--- src/rtl/complex_alu_pkg.sv ---
// Opcodes, FSM encodings and the narrowing helper shared by the complex ALU pipeline.
package complex_alu_pkg;

  localparam int unsigned OP_SIZE = 4;

  typedef logic [OP_SIZE-1:0] op_t;

  localparam op_t OpAdd       = 4'b0000;
  localparam op_t OpSub       = 4'b0001;
  localparam op_t OpMul       = 4'b0010;
  localparam op_t OpReal      = 4'b0100;
  localparam op_t OpImag      = 4'b0101;
  localparam op_t OpConj      = 4'b0110;
  localparam op_t OpLess      = 4'b1001;
  localparam op_t OpEqual     = 4'b1010;
  localparam op_t OpLore      = 4'b1011;
  localparam op_t OpGreat     = 4'b1100;
  localparam op_t OpNequal    = 4'b1101;
  localparam op_t OpGore      = 4'b1110;
  localparam op_t OpMemAccess = 4'b1111;

  typedef logic [2:0] state_t;

  localparam state_t StIdle = 3'd0;
  localparam state_t StMul1 = 3'd1;
  localparam state_t StMul2 = 3'd2;
  localparam state_t StMul3 = 3'd3;
  localparam state_t StMul4 = 3'd4;

  // Clamp (sat) or wrap a sign-extended value into a w-bit signed range; w must lie in 2..31.
  function automatic logic signed [31:0] narrow(input logic signed [31:0] v,
                                                input int unsigned      w,
                                                input logic             sat);
    logic signed [31:0] hi;
    logic signed [31:0] lo;
    int unsigned        sh;
    hi = (32'sd1 <<< (w - 1)) - 32'sd1;
    lo = -(32'sd1 <<< (w - 1));
    sh = 32 - w;
    if (sat && (v > hi)) return hi;
    if (sat && (v < lo)) return lo;
    return (v <<< sh) >>> sh;
  endfunction

endpackage

--- src/rtl/complex_alu_pipe_mul.sv ---
// Iterative complex multiplier: one shared W x W signed multiplier stepped over four states.
module complex_mul_iter
  import complex_alu_pkg::*;
#(
  parameter int unsigned W    = 8,
  parameter int unsigned FRAC = 0,
  parameter bit          SAT  = 1'b1
) (
  input  logic                clk,
  input  logic                rst_n,
  input  logic                start_i,
  input  logic signed [W-1:0] a_re_i,
  input  logic signed [W-1:0] a_im_i,
  input  logic signed [W-1:0] b_re_i,
  input  logic signed [W-1:0] b_im_i,
  input  logic                load_ok_i,
  output logic                busy_o,
  output logic                done_o,
  output logic signed [W-1:0] re_o,
  output logic signed [W-1:0] im_o
);

  state_t state_q, state_d;
  logic signed [W-1:0]   ar_q, ai_q, br_q, bi_q;
  logic signed [W-1:0]   re_q, re_d;
  logic signed [W-1:0]   mul_x, mul_y;
  logic signed [2*W-1:0] prod;
  logic signed [2*W:0]   prod_ext, acc_q, acc_d, sum;
  logic signed [W-1:0]   sum_nar;

  always_comb begin
    mul_x = ar_q;
    mul_y = br_q;
    case (state_q)
      StMul2:  begin mul_x = ai_q; mul_y = bi_q; end
      StMul3:  begin mul_x = ar_q; mul_y = bi_q; end
      StMul4:  begin mul_x = ai_q; mul_y = br_q; end
      default: ;
    endcase
  end

  assign prod     = mul_x * mul_y;
  assign prod_ext = {prod[2*W-1], prod};
  // MUL2 subtracts bd from ac; MUL4 adds bc to ad.
  assign sum      = (state_q == StMul2) ? (acc_q - prod_ext) : (acc_q + prod_ext);
  assign sum_nar  = W'(narrow(32'(sum >>> FRAC), W, SAT));

  always_comb begin
    state_d = state_q;
    acc_d   = acc_q;
    re_d    = re_q;
    case (state_q)
      StIdle: if (start_i) state_d = StMul1;
      StMul1: begin acc_d = prod_ext; state_d = StMul2; end
      StMul2: begin acc_d = sum; re_d = sum_nar; state_d = StMul3; end
      StMul3: begin acc_d = prod_ext; state_d = StMul4; end
      // Hold here until the output register can take the result.
      StMul4: if (load_ok_i) state_d = StIdle;
      default: state_d = StIdle;
    endcase
  end

  always_ff @(posedge clk or negedge rst_n) begin
    if (!rst_n) begin
      state_q <= StIdle;
      acc_q   <= '0;
      re_q    <= '0;
      ar_q    <= '0;
      ai_q    <= '0;
      br_q    <= '0;
      bi_q    <= '0;
    end else begin
      state_q <= state_d;
      acc_q   <= acc_d;
      re_q    <= re_d;
      if (start_i && (state_q == StIdle)) begin
        ar_q <= a_re_i;
        ai_q <= a_im_i;
        br_q <= b_re_i;
        bi_q <= b_im_i;
      end
    end
  end

  assign busy_o = (state_q != StIdle);
  assign done_o = (state_q == StMul4) && load_ok_i;
  assign re_o   = re_q;
  assign im_o   = sum_nar;

endmodule

--- src/rtl/complex_alu_pipe.sv ---
// Handshaked complex ALU: single-cycle simple ops, 4-cycle iterative multiply, one output register.
module complex_alu_pipe
  import complex_alu_pkg::*;
#(
  parameter int unsigned W    = 8,
  parameter int unsigned FRAC = 0,
  parameter bit          SAT  = 1'b1
) (
  input  logic                clk,
  input  logic                rst_n,
  input  logic                in_valid_i,
  output logic                in_ready_o,
  input  logic [OP_SIZE-1:0]  op_i,
  input  logic signed [W-1:0] a_re_i,
  input  logic signed [W-1:0] a_im_i,
  input  logic signed [W-1:0] b_re_i,
  input  logic signed [W-1:0] b_im_i,
  output logic                out_valid_o,
  input  logic                out_ready_i,
  output logic signed [W-1:0] out_re_o,
  output logic signed [W-1:0] out_im_o,
  output logic                comp_o,
  output logic                err_o
);

  logic                out_valid_q, out_valid_d;
  logic signed [W-1:0] out_re_q, out_re_d, out_im_q, out_im_d;
  logic                comp_q, comp_d, err_q, err_d;
  logic signed [W-1:0] res_re, res_im;
  logic                res_comp, res_err;
  logic                load_ok, accept, alu_load, mul_start;
  logic                mul_busy, mul_done;
  logic signed [W-1:0] mul_re, mul_im;

  assign load_ok    = !out_valid_q || out_ready_i;
  assign in_ready_o = !mul_busy && load_ok;
  assign accept     = in_valid_i && in_ready_o;
  assign alu_load   = accept && (op_i != OpMul);
  assign mul_start  = accept && (op_i == OpMul);

  complex_mul_iter #(
    .W   (W),
    .FRAC(FRAC),
    .SAT (SAT)
  ) u_mul (
    .clk      (clk),
    .rst_n    (rst_n),
    .start_i  (mul_start),
    .a_re_i   (a_re_i),
    .a_im_i   (a_im_i),
    .b_re_i   (b_re_i),
    .b_im_i   (b_im_i),
    .load_ok_i(load_ok),
    .busy_o   (mul_busy),
    .done_o   (mul_done),
    .re_o     (mul_re),
    .im_o     (mul_im)
  );

  always_comb begin
    res_re   = '0;
    res_im   = '0;
    res_comp = 1'b0;
    res_err  = 1'b0;
    case (op_i)
      OpAdd: begin
        res_re = W'(narrow(32'(a_re_i) + 32'(b_re_i), W, SAT));
        res_im = W'(narrow(32'(a_im_i) + 32'(b_im_i), W, SAT));
      end
      OpSub: begin
        res_re = W'(narrow(32'(a_re_i) - 32'(b_re_i), W, SAT));
        res_im = W'(narrow(32'(a_im_i) - 32'(b_im_i), W, SAT));
      end
      OpMul:  ;
      OpReal: res_re = a_re_i;
      OpImag: res_re = a_im_i;
      OpConj: begin
        res_re = a_re_i;
        res_im = W'(narrow(-32'(a_im_i), W, SAT));
      end
      OpLess:   res_comp = (a_re_i <  b_re_i);
      OpLore:   res_comp = (a_re_i <= b_re_i);
      OpGreat:  res_comp = (a_re_i >  b_re_i);
      OpGore:   res_comp = (a_re_i >= b_re_i);
      OpEqual:  res_comp = (a_re_i == b_re_i) && (a_im_i == b_im_i);
      OpNequal: res_comp = (a_re_i != b_re_i) || (a_im_i != b_im_i);
      // Address arithmetic always wraps.
      OpMemAccess: begin
        res_re = W'(narrow(32'(a_re_i) + 32'(b_re_i), W, 1'b0));
        res_im = W'(narrow(32'(a_im_i) + 32'(b_im_i), W, 1'b0));
      end
      default: res_err = 1'b1;
    endcase
  end

  always_comb begin
    out_valid_d = out_valid_q;
    out_re_d    = out_re_q;
    out_im_d    = out_im_q;
    comp_d      = comp_q;
    err_d       = err_q;
    if (alu_load) begin
      out_valid_d = 1'b1;
      out_re_d    = res_re;
      out_im_d    = res_im;
      comp_d      = res_comp;
      err_d       = res_err;
    end else if (mul_done) begin
      out_valid_d = 1'b1;
      out_re_d    = mul_re;
      out_im_d    = mul_im;
      comp_d      = 1'b0;
      err_d       = 1'b0;
    end else if (out_ready_i) begin
      out_valid_d = 1'b0;
    end
  end

  always_ff @(posedge clk or negedge rst_n) begin
    if (!rst_n) begin
      out_valid_q <= 1'b0;
      out_re_q    <= '0;
      out_im_q    <= '0;
      comp_q      <= 1'b0;
      err_q       <= 1'b0;
    end else begin
      out_valid_q <= out_valid_d;
      out_re_q    <= out_re_d;
      out_im_q    <= out_im_d;
      comp_q      <= comp_d;
      err_q       <= err_d;
    end
  end

  assign out_valid_o = out_valid_q;
  assign out_re_o    = out_re_q;
  assign out_im_o    = out_im_q;
  assign comp_o      = comp_q;
  assign err_o       = err_q;

endmodule

--- config.mk ---
export PLATFORM = sky130hd
export DESIGN_NAME = complex_alu_pipe
export DESIGN_NICKNAME = d
export VERILOG_FILES = /design/src/rtl/complex_alu_pkg.sv /design/src/rtl/complex_alu_pipe_mul.sv /design/src/rtl/complex_alu_pipe.sv
export SDC_FILE = /design/constraint.sdc
export NUM_CORES = 1
export LEC_CHECK = 0
export BUFFER_PORTS_ARGS = -buffer_cell sky130_fd_sc_hd__buf_2
export CELL_PAD_IN_SITES_DETAIL_PLACEMENT = 0
export CELL_PAD_IN_SITES_GLOBAL_PLACEMENT = 1
export CORE_ASPECT_RATIO = 1.1
export CORE_MARGIN = 1
export CORE_UTILIZATION = 52
export DETAILED_ROUTE_END_ITERATION = 7
export MAX_ROUTING_LAYER = met4
export PLACE_DENSITY = 0.86
export SYNTH_ARGS = -nofsm -noshare
export SYNTH_HDL_FRONTEND = slang
export SYNTH_SLANG_ARGS = --single-unit
--- constraint.sdc ---
create_clock -name clk -period 18.29 [get_ports clk]
set_input_delay 3.658 -clock clk [delete_from_list [all_inputs] [get_ports clk]]
set_output_delay 3.658 -clock clk [all_outputs]
set_load 0.02 [all_outputs]
==> results.py <==
metrics = {
    "status": {
        "status": "completed",
    },
    "sta": {
        "rsz0062_at_grt": "false",
        "drv_slew": 0,
        "skew_ps": 16.8,
        "max-slew-margin-rel_pct": 26.8,
        "min_period_ps": 10140,
        "finalCritPeriodShare_pct": 55.4,
        "timing.fmax_ghz": 0.0986,
        "hold_violations": 0,
        "final-setup-viol-count": 0,
        "setup-tns-final_ps": 0,
        "worst_slew_pin_slew_ps": 1090,
    },
    "floorplanning": {
        "dieArea_um2": 19700,
        "rows": 52,
        "die_h_um": 147,
        "io_pins": 60,
        "initial_core_util_pct": 53.7,
        "coreArea_um2": 18500,
        "die_w_um": 134,
    },
    "final_layout": {
        "area_growth_syn_to_layout_pct": 7.92,
        "layout-drive-gt1-share_pct": 10.6,
        "nets": 1443,
        "utilization_pct": 57.9,
        "antennaDiodeCount": 0,
    },
    "yosys": {
        "syn_nets": 1409,
        "seq_area_frac_synth_pct": 19.9,
        "yosysTopAreaCell": "dfrtp_1",
        "synth_edf_count": 0,
        "synth_top_area_share_pct": 19.9,
        "yosysUniqueCellTypes": 85,
        "synth.cell_area_um2": 9950,
        "ys.flop_type": "dfrtp_1",
        "ys_ff_latch": 79,
        "synth.top_cells.by_area": "dfrtp_1, fa_1, ha_1",
        "synth.avg_cell_area_um2": 8.15,
        "yosys_warnings": 0,
        "synth_cells": 1221,
        "synthArstFlopShare_pct": 100,
    },
    "worst_setup_path": {
        "start_kind": "flop",
        "rrSetupSlack_ps": 8150,
        "endpoint_kind": "flop",
        "slowest_stage": "dfrtp_1",
        "crit_arrival_ps": 10400,
        "cp.required_ps": 18550,
        "slowest_delay_ps": 780,
        "crit_type": "flop to flop",
        "cpMostUsedCell": "inv_1",
        "crit_fanout": 21,
    },
    "clock_network": {
        "post_cts_buffers": 0,
        "clkSinkCount": 79,
        "htreeDepth": 3,
        "path_clk_slew_ps": 70,
        "cts_tree": "done",
        "cts-root-buf": "clkbuf_16",
        "cts_inserted_buffers": 9,
        "cts_repair_resize_count": 0,
        "clockBufferDepth": 2,
        "postCtsHoldBufs": 0,
        "worst_skew_pair.late_latency_ps": 350,
    },
    "placement": {
        "port_buffers": 59,
        "gp_congestion": 0.916,
        "hpwlAfterDp_mm": 22.9,
    },
    "grt": {
        "grt_pass1_vias": 8956,
        "grt_pass1_wl_mm": 46.2,
        "antenna_found_initial": 0,
        "grt_usage_pct": 30.7,
        "grt_max_degree": 54,
        "grt_use_met1_pct": 38.1,
        "top_usage_layer": "met2",
        "gr-usage-met2_pct": 50.1,
        "grt_overflow": 0,
        "grtUsageMet3_pct": 3.83,
    },
    "routing": {
        "via_per_inst": 5.95,
        "drc_errors": 0,
        "wire_per_inst_um": 18.7,
        "ant_nets": 0,
        "wl_mm": 28.1,
        "drtIter0Drc": 657,
        "num_vias": 8938,
        "dr.pass1.iters": 4,
    },
    "job": {
        "maxCapViolations": 0,
    },
    "worst_hold_path": {
        "worstHoldPathType": "flop to flop",
    },
}
-- cells in the mapped netlist (20+ instances only) --
cell and count:
inv_1 135, nor2_1 134, a21oi_1 93, ha_1 88
nand2_1 87, o21ai_0 84, dfrtp_1 79, fa_1 60
xnor2_1 44, clkbuf_1 36, o22ai_1 35, xor2_1 24
nor3_1 21, mux2i_1 20, nand3_1 20
-- per-layer routing --
metal | share of wire (%) | wire (um)
met3 | 4.3 | 1210
met4 | 4.6 | 1280
met2 | 48 | 13400
met5 | 0 | 0
met1 | 43 | 12200
-- cell usage in the layout (no fill, tap or decap), types with 11 or more instances in the layout --
master / count
mux2_2: 15
xor2_1: 24
mux2i_1: 20
ha_1: 88
nand2_1: 87
o21ai_0: 84
buf_2: 58
nand3_1: 20
o21a_1: 11
inv_1: 135
fa_1: 60
xnor2_1: 44
a21o_1: 13
nor2_1: 134
o22ai_1: 35
and2_1: 11
nor2b_1: 19
nand2b_1: 15
nor3_1: 21
or2_2: 17
a31oi_1: 11
a21oi_1: 93
dfrtp_1: 79
-- logic make-up (layout without fill, tap and decap cells) --
kind of cell | Yosys count | in the layout | share of synthesized area (%)
adders and majority gates | 149 | 149 | 23.2
muxes | 35 | 35 | 3.71
xor gates and xnor gates | 71 | 71 | 6.54
buffers and inverters | 179 | 217 | 6.84
AOI/OAI and AO/OA | 335 | 335 | 21.6
DFF | 79 | 79 | 19.9
and+or+nand+nor | 373 | 373 | 18.2
-- worst max-delay path, delay by kind of cell (launching register included) --
kind | cells | cell delay (ps)
AO/OA/AOI/OAI | 7 | 2110
XOR/XNOR | 3 | 810
adder cells (fa/ha/maj) | 6 | 2910
buffers and inverters | 5 | 350
flip-flops | 1 | 780
multiplexers | 1 | 680
AND/OR/NAND/NOR | 8 | 2360
-- final timing paths --
kind | startpoint | end | cells after the start
hold reg to reg | u_mul.bi_q[6] | u_mul.bi_q[6] | 2
hold / removal | u_mul.bi_q[6] | u_mul.bi_q[6] | 2
max in group asynchronous | rst_n | out_im_o[4] | 2
setup reg to reg | u_mul.state_q[1] | u_mul.re_o[2] | 30
min in group asynchronous | rst_n | u_mul.ar_q[3] | 1
setup / recovery | u_mul.state_q[1] | u_mul.re_o[2] | 30
-- state kept, by name, summed over array words and instances, names as in the netlist, 3 cells and up --
name / count
u_mul.state_q: 3
u_mul.bi_q: 8
u_mul.br_q: 8
out_im_o: 8
out_re_o: 8
u_mul.acc_q: 17
u_mul.ar_q: 8
u_mul.re_o: 8
u_mul.ai_q: 8
-- per-stage QoR --
step	setup WS [ps]	hold slack, ps	instances	area (um^2)
after floorplan	10150	445	1221	9950
after global placement	8600	464	1487	10400
after detailed placement	8260	469	1487	10400
after CTS	8260	483	1502	10700
after global routing	7490	511	1502	10700
final	8150	479	1502	10700
-- layout make-up --
class                           instances  area (um^2)
Clock buffer                            9          225
Multi-Input combinational cell        963         7300
Fill cell                            1762         7800
Tap cell                              243          304
Clock inverter                          6         86.3
Inverter                              138          518
Sequential cell                        79         1980
Timing Repair Buffer                   64          335
Power is left out: the tool's default activity adds up to more than one toggle a clock period on the data nets, which glitch-free logic cannot reach.
